**config.mk**
```make
export PLATFORM = sky130hd
export DESIGN_NAME = prefetch_stage
export DESIGN_NICKNAME = d
export VERILOG_FILES = /design/src/rtl/prefetch_stage.sv
export SDC_FILE = /design/constraint.sdc
export NUM_CORES = 1
export LEC_CHECK = 0
export CORE_ASPECT_RATIO = 0.5
export CORE_MARGIN = 4
export CORE_UTILIZATION = 60
export CTS_BUF_LIST = sky130_fd_sc_hd__clkbuf_4
export DETAILED_ROUTE_END_ITERATION = 8
export PLACE_DENSITY = 0.86
export SLEW_MARGIN = 20
export SYNTH_ARGS = -nofsm -noshare
export SYNTH_HDL_FRONTEND = slang
export SYNTH_SLANG_ARGS = --single-unit
```
**constraint.sdc**
```tcl
create_clock -name clk -period 9.2 [get_ports clk]
set_input_delay 1.38 -clock clk [delete_from_list [all_inputs] [get_ports clk]]
set_output_delay 1.38 -clock clk [all_outputs]
set_load 0.005 [all_outputs]
```
**src/rtl/prefetch_stage.sv**
```systemverilog
// Instruction prefetch stage: single-outstanding memory fetch FSM feeding a
// DEPTH-entry FIFO of {instruction, fetch address} pairs with branch redirect.
module prefetch_stage #(
   parameter int unsigned ADDR_W   = 8,
   parameter int unsigned INSTR_W  = 64,
   parameter int unsigned DEPTH    = 4,
   parameter int unsigned PC_STEP  = 4,
   parameter int unsigned RESET_PC = 0
) (
   input  logic               clk,
   input  logic               rst,
   input  logic               halt,
   input  logic               branch,
   input  logic [ADDR_W-1:0]  branch_target,
   output logic               mem_req,
   output logic [ADDR_W-1:0]  mem_address,
   input  logic               mem_gnt,
   input  logic               mem_rvalid,
   input  logic [INSTR_W-1:0] mem_read_data,
   output logic               instr_valid,
   input  logic               instr_ready,
   output logic [INSTR_W-1:0] instruction,
   output logic [ADDR_W-1:0]  instr_pc
);

   localparam int unsigned       PTR_W  = $clog2(DEPTH);
   localparam int unsigned       CNT_W  = PTR_W + 1;
   localparam logic [CNT_W-1:0]  FULL   = CNT_W'(DEPTH);
   localparam logic [ADDR_W-1:0] PC_INC = ADDR_W'(PC_STEP);
   localparam logic [ADDR_W-1:0] PC_RST = ADDR_W'(RESET_PC);

   typedef enum logic [1:0] {S_IDLE, S_REQ, S_WAIT} state_e;

   state_e              state_q;
   logic [ADDR_W-1:0]   pc_q;
   logic [ADDR_W-1:0]   tag_q;
   logic                discard_q;
   logic [PTR_W-1:0]    rd_ptr_q;
   logic [PTR_W-1:0]    wr_ptr_q;
   logic [CNT_W-1:0]    count_q;
   logic [CNT_W-1:0]    count_d;
   logic                pop;
   logic                push;
   logic                issue_ok;

   logic [INSTR_W-1:0]  data_mem [DEPTH];
   logic [ADDR_W-1:0]   addr_mem [DEPTH];

   // NOTE: every signal is assigned on every pass through always_comb, so no latch is inferred.
   always_comb begin
      pop      = (count_q != '0) && instr_ready;
      push     = (state_q == S_WAIT) && mem_rvalid && !discard_q && !branch;
      count_d  = count_q + CNT_W'(push) - CNT_W'(pop);
      issue_ok = !halt && (count_d < FULL);
   end

   // NOTE: sequential state uses non-blocking assignments so all registers update together at the edge.
   always_ff @(posedge clk) begin
      if (!rst) begin
         state_q   <= S_IDLE;
         pc_q      <= PC_RST;
         tag_q     <= '0;
         discard_q <= 1'b0;
         rd_ptr_q  <= '0;
         wr_ptr_q  <= '0;
         count_q   <= '0;
      end else if (branch) begin
         // Redirect wins over grant, response and pop in the same cycle.
         pc_q     <= branch_target;
         rd_ptr_q <= '0;
         wr_ptr_q <= '0;
         count_q  <= '0;
         unique case (state_q)
            S_REQ: begin
               if (mem_gnt) begin
                  state_q   <= S_WAIT;
                  discard_q <= 1'b1;
               end
            end
            S_WAIT: begin
               if (mem_rvalid) begin
                  state_q   <= halt ? S_IDLE : S_REQ;
                  discard_q <= 1'b0;
               end else begin
                  discard_q <= 1'b1;
               end
            end
            default: ;
         endcase
      end else begin
         if (pop)  rd_ptr_q <= rd_ptr_q + PTR_W'(1);
         if (push) wr_ptr_q <= wr_ptr_q + PTR_W'(1);
         count_q <= count_d;
         unique case (state_q)
            S_IDLE: begin
               if (!halt && (count_q < FULL)) state_q <= S_REQ;
            end
            S_REQ: begin
               if (mem_gnt) begin
                  state_q <= S_WAIT;
                  pc_q    <= pc_q + PC_INC;
                  tag_q   <= pc_q;
               end
            end
            S_WAIT: begin
               if (mem_rvalid) begin
                  state_q   <= issue_ok ? S_REQ : S_IDLE;
                  discard_q <= 1'b0;
               end
            end
            default: state_q <= S_IDLE;
         endcase
      end
   end

   // NOTE: the storage array is not reset; entries are only observed while counted valid.
   always_ff @(posedge clk) begin
      if (push) begin
         data_mem[wr_ptr_q] <= mem_read_data;
         addr_mem[wr_ptr_q] <= tag_q;
      end
   end

   assign mem_req     = (state_q == S_REQ);
   assign mem_address = pc_q;
   assign instr_valid = (count_q != '0);
   assign instruction = instr_valid ? data_mem[rd_ptr_q] : '0;
   assign instr_pc    = instr_valid ? addr_mem[rd_ptr_q] : '0;

endmodule

```
==> metrics.md, run 1 <==
| Metric | Value |
|---|---|
| Status | `complete, no violations` |
| RSZ-0062 raised after global routing | `no` |
| Hpwl dp | `13400 um` |
| PnR worst setup slack | `4.36 ns` |
| Register area share after synthesis | `0.749` |
| FFs w/ async S/R, synth | `0` |
| Tot GR Track Use | `0.209` |
| R2r endpoint | `state_q[0]` |
| CTS tree | `done` |
| Via/cell ratio | `5.58` |
| Vias | `6256` |
| Total global routing overflow | `0` |
| Hold Crit Class | `register to register` |
| Uppermost routed layer | `met4` |
| Internal reg-to-reg setup slack | `5.96 ns` |
| CP startpoint kind | `register` |
| Synth Register Bits | `316` |
| Cell variety after synth | `38` |
| Crit. End Element | `output port` |
| Place WS | `4.72 ns` |
| Final worst path period share | `0.526` |
| Cell Pwr Density | `183 nW/um2` |
| Slowest stage delay, CP | `0.77 ns` |
| R2r worst-path depth | `11` |
| Critical path class | `register to output port` |
| R2R Path Start | `count_q[1]` |
| Clk Latency, worst-skew pair | `0.63 ns` |
| Met2 WL | `12300 um` |
| Max-Cap Viols | `0` |
| Clock root cell | `clkbuf_4` |
| IO buf count | `160` |
| Layout Skew | `0.0422 ns` |
| Post-Syn Nets | `696` |
| Final worst path period need | `4.84 ns` |
| Setup Viol. Count Final | `0` |
| Syn avg cell area | `20.3 um2` |
| Met3 WL | `1240 um` |
| Hold buffers post-CTS | `0` |
| Post-Syn Area | `12300 um2` |
| Die height | `109 um` |
| Synth area leader | `edfxtp_1` |
| Layout cells sized above 1 | `0.231` |
| Data arrival time of the critical path | `3.46 ns` |
| Post-CTS sizing | `0` |
| Setup_tns | `0 ns` |
| Clock transition at path regs | `0.07 ns` |
| Chip width | `210 um` |
| Row cnt | `36` |
| CP Data Required Time | `7.82 ns` |
| Top FF cell, synth | `edfxtp_1` |
| Peak supply drop | `0.115 mV` |
| Clock buffer depth | `3` |
| Clock buffer count from CTS | `69` |
| Final WL | `23200 um` |
| Commonest non-fill, non-tap cell in the layout | `edfxtp_1` |
| Post-Syn Instances | `605` |
| Min-Delay Startpoint | `discard_q` |
| Initial DRC Count | `419` |
| TritonRoute pass-1 iters | `5` |
| Initial antenna violation count | `0` |
| Antenna Cells | `0` |
| Fin area | `15000 um2` |
| LEAKAGE | `5.00 nW` |
| Most frequent cells in the layout | `288 x edfxtp_1, 160 x clkdlybuf4s50_1, 106 x clkbuf_4` |
| Largest net degree at the start of global routing | `76` |
| Num ports | `161` |
| Hold path endpoint | `discard_q` |
| Setup bufs post-CTS | `0` |
| Initial Util | `0.622` |
| Routability cong. | `0.812` |
| Post-synth EDFFs | `288` |
| Top cells by area, synth | `edfxtp_1 70%, mux4_2 13%, dfxtp_1 4.6%` |
| First-pass GRT wire length | `36300 um` |
| Post-route ant nets | `0` |
| Met1 wire length | `9300 um` |
| H-tree level count | `3` |
| CTS sink count | `316` |
| Worst-Margin Slew | `1.08 ns` |
| Hold Fails Final Rpt | `0` |
| # fillers | `1109` |
| Hold path depth | `2` |
| Core Box Area | `19800 um2` |
| Post-DP Area | `14100 um2` |
| Slew Viols, Final | `0` |
| Fmax | `206 MHz` |
| CP Cell Sequence | `buf_4 -> mux4_2 -> and2_1 -> clkdlybuf4s50_1` |
| Rel. slew slack | `0.277` |
| Drt drc | `0` |
| Routed len/inst | `20.7 um` |
| Vias in the first global route | `6687` |
| Synth Warn # | `0` |
| Critical-path top delay cell | `dfxtp_4` |
| Share of the synthesized area in the top cell type | `0.703` |
| Layout area overhead | `21.7%` |
| Die ar. | `23000 um2` |
| CP max FO | `41` |
| Fin nets | `905` |
metrics by stage:
step	util	power (mW)	hold WS (ns)	instances
2_1_floorplan	-	1.68	0.460	605
4_1_cts	0.756	2.77	0.499	1121
3_5_place_dp	0.714	1.76	0.493	1008
6_report	0.757	2.74	0.506	1122
5_1_grt	0.757	2.86	0.518	1122
3_3_place_gp	0.714	1.75	0.479	1008
state kept, by name, summed over array words and instances, names as in the netlist, named ones only:
signal and flops:
discard_q 1, tag_q 8, data_mem 256, mem_address 8, state_q 2, rd_ptr_q 2, addr_mem 32, count_q 3
wr_ptr_q 2
area by class of cell:
| type | instances | area [um2] | area share |
|---|---|---|---|
| Tap cell | 266 | 333 | 0.0222 |
| Sequential cell | 316 | 9220 | 0.615 |
| Clock buffer | 106 | 796 | 0.0531 |
| Clock inverter | 7 | 27.5 | 0.00184 |
| Multi-Input combinational cell | 251 | 2890 | 0.193 |
| Timing Repair Buffer | 167 | 1680 | 0.112 |
| Inverter | 9 | 33.8 | 0.00226 |
worst max path at each step:
| stage | end | slack (ns) | depth (start not counted) |
|---|---|---|---|
| 5_1_grt | instruction[44] | 4.03 | 4 |
| 6_report | instruction[60] | 4.36 | 4 |
| 3_3_place_gp | state_q[0] | 4.86 | 11 |
| 4_1_cts | instr_pc[1] | 4.21 | 4 |
| 2_1_floorplan | addr_mem[0][0] | 5.14 | 3 |
| 3_5_place_dp | state_q[0] | 4.72 | 11 |
report_power, final:
| part | switching (mW) | total, mW | internal, mW |
|---|---|---|---|
| clock | 0.488 | 1.01 | 0.521 |
| combinational | 0.0614 | 0.142 | 0.0807 |
| sequential | 0.0103 | 1.59 | 1.58 |
| total | 0.560 | 2.74 | 2.18 |
cells by family after synthesis:
logic type               Yosys count  share of synthesized area
AO/OA/AOI/OAI                     21                     0.0118
multiplexers                      84                      0.142
adder cells (fa/ha/maj)           12                     0.0128
buffers and inverters             38                     0.0173
XOR/XNOR                           8                    0.00692
AND/OR/NAND/NOR                  126                     0.0609
flip-flops                       316                      0.749
synthesized netlist by cell type, drive strengths merged (4+ instances only):
cell,instances
edfxtp,288
and2,79
mux4,72
dfxtp,28
buf,16
clkbuf,13
mux2i,12
nor2b,12
ha,11
nand2,11
inv,9
nor2,7
o21ai,7
a21oi,4
nand3,4
xnor2,4
routing by layer:
| metal | global-route usage | up-vias |
|---|---|---|
| met3 | 0.0529 | 28 |
| li1 | - | 2857 |
| met1 | 0.264 | 3183 |
| met2 | 0.368 | 188 |
| met5 | 0 | - |
| met4 | 0.0592 | 0 |
worst max-delay path, delay by kind of cell (launching register included):
family,cells,cell delay [ns]
buf+inv,2,1.21
simple gates,1,0.19
mux,1,0.61
flops,1,0.77
(Power assumes the default switching activity.)
==> run 2, diff against run 1 <==
CORE_UTILIZATION = 57   (was 60)
PLACE_DENSITY = 0.82   (was 0.86)
clock period = 4.5 ns   (was 9.2 ns; I/O delays follow)
==> run 2 against run 1 <==
Net effect: cell count increased by 3.0%; flip-flop and latch count did not move; sequential share of layout area decreased by 0.67 points; critical path type unchanged.
==> metrics.md, run 2 (synthesized netlist as in run 1, its figures left out) <==
| Metric | Value |
|---|---|
| First-pass GRT wire length | `37400 um` |
| Die ar. | `24100 um2` |
| Critical path class | `register to output port` |
| Non-filler instance count after layout | `1156` |
| CTS tree | `done` |
| CP Cell Sequence | `buf_4 -> mux4_2 -> and2_1 -> clkdlybuf4s50_1` |
| Place WS | `0.754 ns` |
| Uppermost routed layer | `met4` |
| Clock buffer depth | `3` |
| Antenna Cells | `0` |
| Chip width | `216 um` |
| CP bufs+invs | `2` |
| Setup_tns | `0 ns` |
| Critical-path top delay cell | `dfxtp_4` |
| Hold Crit Class | `register to register` |
| PnR worst setup slack | `0.816 ns` |
| Peak supply drop | `0.188 mV` |
| Largest register FFs | `256` |
| Clock transition at path regs | `0.07 ns` |
| Tot GR Track Use | `0.200` |
| Largest net degree at the start of global routing | `76` |
| Final WL | `23500 um` |
| Combined area of the multi-input logic cells | `2890 um2` |
| Post-CTS sizing | `0` |
| Routability cong. | `0.781` |
| Cell Pwr Density | `381 nW/um2` |
| Met3 WL | `1210 um` |
| Max-Cap Viols | `0` |
| Total global routing overflow | `0` |
| Core Util, Final | `0.725` |
| Hpwl dp | `14100 um` |
| Initial DRC Count | `426` |
| Most frequent cells in the layout | `288 x edfxtp_1, 160 x clkdlybuf4s50_1, 109 x clkbuf_4` |
| Layout cells sized above 1 | `0.234` |
| Setup bufs post-CTS | `0` |
| Final worst path period share | `0.819` |
| CP startpoint kind | `register` |
| Final worst path period need | `3.68 ns` |
| Largest regs | `data_mem x256, addr_mem x32` |
| Slew Viols, Final | `0` |
| RSZ-0062 raised after global routing | `no` |
| Die height | `112 um` |
| Via/cell ratio | `5.41` |
| Hold buffers post-CTS | `0` |
| Slowest stage delay, CP | `0.76 ns` |
| Worst path top cell family by delay | `buffers and inverters` |
| Clock root cell | `clkbuf_4` |
| Dpl cells | `1035` |
| IO buf count | `160` |
| Vias in the first global route | `6848` |
| Num ports | `161` |
| Core Box Area | `20900 um2` |
| LEAKAGE | `5.05 nW` |
| CP max FO | `28` |
| Met1 wire length | `9550 um` |
| Row cnt | `37` |
| Initial Util | `0.589` |
| Layout area overhead | `23.1%` |
| CTS sink count | `316` |
| Drt drc | `0` |
| Post-route ant nets | `0` |
| Vias | `6251` |
| CP Data Required Time | `3.83 ns` |
| # fillers | `1266` |
| Clk Latency, worst-skew pair | `0.66 ns` |
| Setup Viol. Count Final | `0` |
| H-tree level count | `3` |
| Status | `complete, no violations` |
| Crit. End Element | `output port` |
| Fin nets | `905` |
| Fin Hold WS | `0.503 ns` |
| Layout Skew | `0.0304 ns` |
| Met2 WL | `12400 um` |
| Worst-Margin Slew | `1.08 ns` |
| Hold Fails Final Rpt | `0` |
| Routed len/inst | `20.4 um` |
| Commonest non-fill, non-tap cell in the layout | `edfxtp_1` |
| Fmax | `271 MHz` |
| Reg area | `9220 um2` |
| Initial antenna violation count | `0` |
| Clock buffer count from CTS | `69` |
| Rel. slew slack | `0.277` |
| Data arrival time of the critical path | `3.01 ns` |
| Largest Register | `data_mem` |
| TritonRoute pass-1 iters | `5` |
[run 2: power breakdown]
group          internal, mW  switching [mW]
Clock                  1.21            1.02
Sequential             3.22          0.0201
Combinational         0.166           0.127
[run 2: area by class of cell]
| cell class | count | share of cell area |
|---|---|---|
| inverter | 9 | 0.00223 |
| tap | 292 | 0.0241 |
| timing repair buffer | 167 | 0.113 |
| sequential | 316 | 0.609 |
| multi-input combinational | 251 | 0.191 |
| clock buffer | 109 | 0.0541 |
| clock inverter | 12 | 0.00645 |
[run 2: worst paths after layout]
path | from | to | slack [ns] | cells past startpoint
setup / recovery | register | instr_pc[1] | 0.82 | 4
hold reg to reg | tag_q[6] | addr_mem[0][6] | 0.50 | 0
hold / removal | tag_q[6] | addr_mem[0][6] | 0.50 | 0
setup reg to reg | count_q[2] | state_q[0] | 1.21 | 11
[run 2: routing by layer]
metal | global-route usage | up-vias
met4 | 0.0570 | 0
met3 | 0.0543 | 32
met1 | 0.254 | 3193
li1 | - | 2857
met2 | 0.345 | 169
met5 | 0 | -
[run 2: worst register-to-register path: stages (launching register included)]
cell and delay (ns):
dfxtp_1 0.33, or3_2 0.46, buf_4 0.36, and2_1 0.31
ha_1 0.29, inv_1 0.04, ha_1 0.18, fa_1 0.38
xor3_1 0.23, a221oi_2 0.29, o311ai_1 0.11, and3_1 0.20
[run 2: metrics by stage]
| stage | power (mW) | cell area [um2] |
|---|---|---|
| 2_1_floorplan | 3.43 | 12300 |
| 3_5_place_dp | 3.60 | 14200 |
| 5_1_grt | 6.04 | 15100 |
| 6_report | 5.76 | 15100 |
| 4_1_cts | 5.83 | 15100 |
| 3_3_place_gp | 3.59 | 14200 |
==> run 3, diff against run 2 <==
CORE_UTILIZATION = 51   (was 57)
PLACE_DENSITY = 0.78   (was 0.82)
clock period = 3.3 ns   (was 4.5 ns; I/O delays follow)
==> run 3 against run 2 <==
Net effect: utilization decreased by 6.6 points; die area rose by 11%; sequential power is 36% higher; clock-buffer cell count increased by 2; critical path type unchanged.
==> metrics.md, run 3 (synthesized netlist as in run 1, its figures left out) <==
| Metric | Value |
|---|---|
| Die height | `118 um` |
| Fin area | `15300 um2` |
| Tot GR Track Use | `0.185` |
| Chip width | `228 um` |
| Num ports | `161` |
| Largest net degree at the start of global routing | `75` |
| CTS tree | `done` |
| First-pass GRT wire length | `38000 um` |
| Die ar. | `26800 um2` |
| R2r worst-path depth | `13` |
| Hold buffers post-CTS | `0` |
| IO buf count | `160` |
| Core Box Area | `23300 um2` |
| CP max FO | `31` |
| RSZ-0062 raised after global routing | `no` |
| Core Util, Final | `0.659` |
| Antenna Cells | `0` |
| Routed len/inst | `20.1 um` |
| Via/cell ratio | `5.24` |
| Largest regs | `data_mem x256, addr_mem x32` |
| Hold path depth | `2` |
| Drt drc | `0` |
| H-tree level count | `3` |
| Fin Hold WS | `0.462 ns` |
| Post-DP Area | `14400 um2` |
| Dpl cells | `1064` |
| Slew Viols, Final | `0` |
| Clk Latency, worst-skew pair | `0.66 ns` |
| Reg area | `9220 um2` |
| CP Data Required Time | `2.80 ns` |
| Hold Crit Class | `input pin to register` |
| Final worst path period need | `3.02 ns` |
| Clock buffer count from CTS | `71` |
| Pwr Total | `7.78 mW` |
| Final WL | `24000 um` |
| Rel. slew slack | `0.558` |
| Row cnt | `39` |
| Worst-Margin Slew | `0.661 ns` |
| Vias in the first global route | `6928` |
| PnR worst setup slack | `0.281 ns` |
| Hold Fails Final Rpt | `0` |
| Status | `complete, no violations` |
| Max-Cap Viols | `0` |
| Non-filler instance count after layout | `1193` |
| Hpwl dp | `15200 um` |
| Critical path class | `register to output port` |
| Layout cells sized above 1 | `0.252` |
| Clock buffer depth | `3` |
| Total global routing overflow | `0` |
| Largest register FFs | `256` |
| Crit. End Element | `output port` |
| Initial Util | `0.528` |
| TritonRoute pass-1 iters | `4` |
| Layout area overhead | `24.7%` |
| Combined area of the multi-input logic cells | `2890 um2` |
| # fillers | `1607` |
| CP startpoint kind | `register` |
| Clock transition at path regs | `0.07 ns` |
| Layout Skew | `0.0296 ns` |
| Peak supply drop | `0.213 mV` |
| Setup_tns | `0 ns` |
| Largest Register | `data_mem` |
| Data arrival time of the critical path | `2.52 ns` |
| Fmax | `331 MHz` |
| CTS sink count | `316` |
| Commonest non-fill, non-tap cell in the layout | `edfxtp_1` |
| Fin nets | `925` |
| Routability cong. | `0.772` |
| Place WS | `0.214 ns` |
| Initial DRC Count | `366` |
| Vias | `6253` |
| Cell Pwr Density | `507 nW/um2` |
| Setup Viol. Count Final | `0` |
| Initial antenna violation count | `0` |
| LEAKAGE | `5.16 nW` |
| Post-route ant nets | `0` |
| Most frequent cells in the layout | `288 x edfxtp_1, 160 x clkdlybuf4s50_1, 111 x clkbuf_4` |
| Clock root cell | `clkbuf_4` |
| Final worst path period share | `0.915` |
[run 3: area by class of cell]
type / count / area share
flip-flops and latches: 316 / 0.601
clock buffers: 111 / 0.0543
multi-input cells: 251 / 0.188
inverters: 9 / 0.00220
repair buffers: 185 / 0.126
well taps: 307 / 0.0250
clock inverters: 14 / 0.00351
[run 3: metal layers]
metal | global-route usage | part of all wire | up-vias
li1 | - | - | 2901
met1 | 0.236 | 0.41 | 3201
met2 | 0.320 | 0.53 | 126
met3 | 0.0456 | 0.043 | 25
met4 | 0.0506 | 0.012 | 0
met5 | 0 | 0 | -
[run 3: path summary, 6_finish.rpt]
kind | from | to | slack (ns)
max | register | instruction[19] | 0.28
max reg2reg | state_q[0] | state_q[0] | 0.43
min | branch_target[2] | mem_address[2] | 0.46
min reg2reg | discard_q | discard_q | 0.50
[run 3: what timing repair did]
item	4_1_cts	5_1_grt
endpoints found under the setup margin	8	1
resized for setup	0	1
setup buffers	4	0
[run 3: power by group]
part | internal [mW] | leakage (nW) | switching, mW | total [mW]
clock | 1.53 | 0.543 | 1.42 | 2.95
sequential | 4.39 | 2.89 | 0.0255 | 4.42
combinational | 0.232 | 1.72 | 0.173 | 0.405
total | 6.15 | 5.16 | 1.62 | 7.78
[run 3: critical path: stages, from the launching register on]
cell,delay [ns]
dfxtp_4,0.61
buf_12,0.28
mux4_2,0.32
and2_1,0.20
clkdlybuf4s50_1,0.46
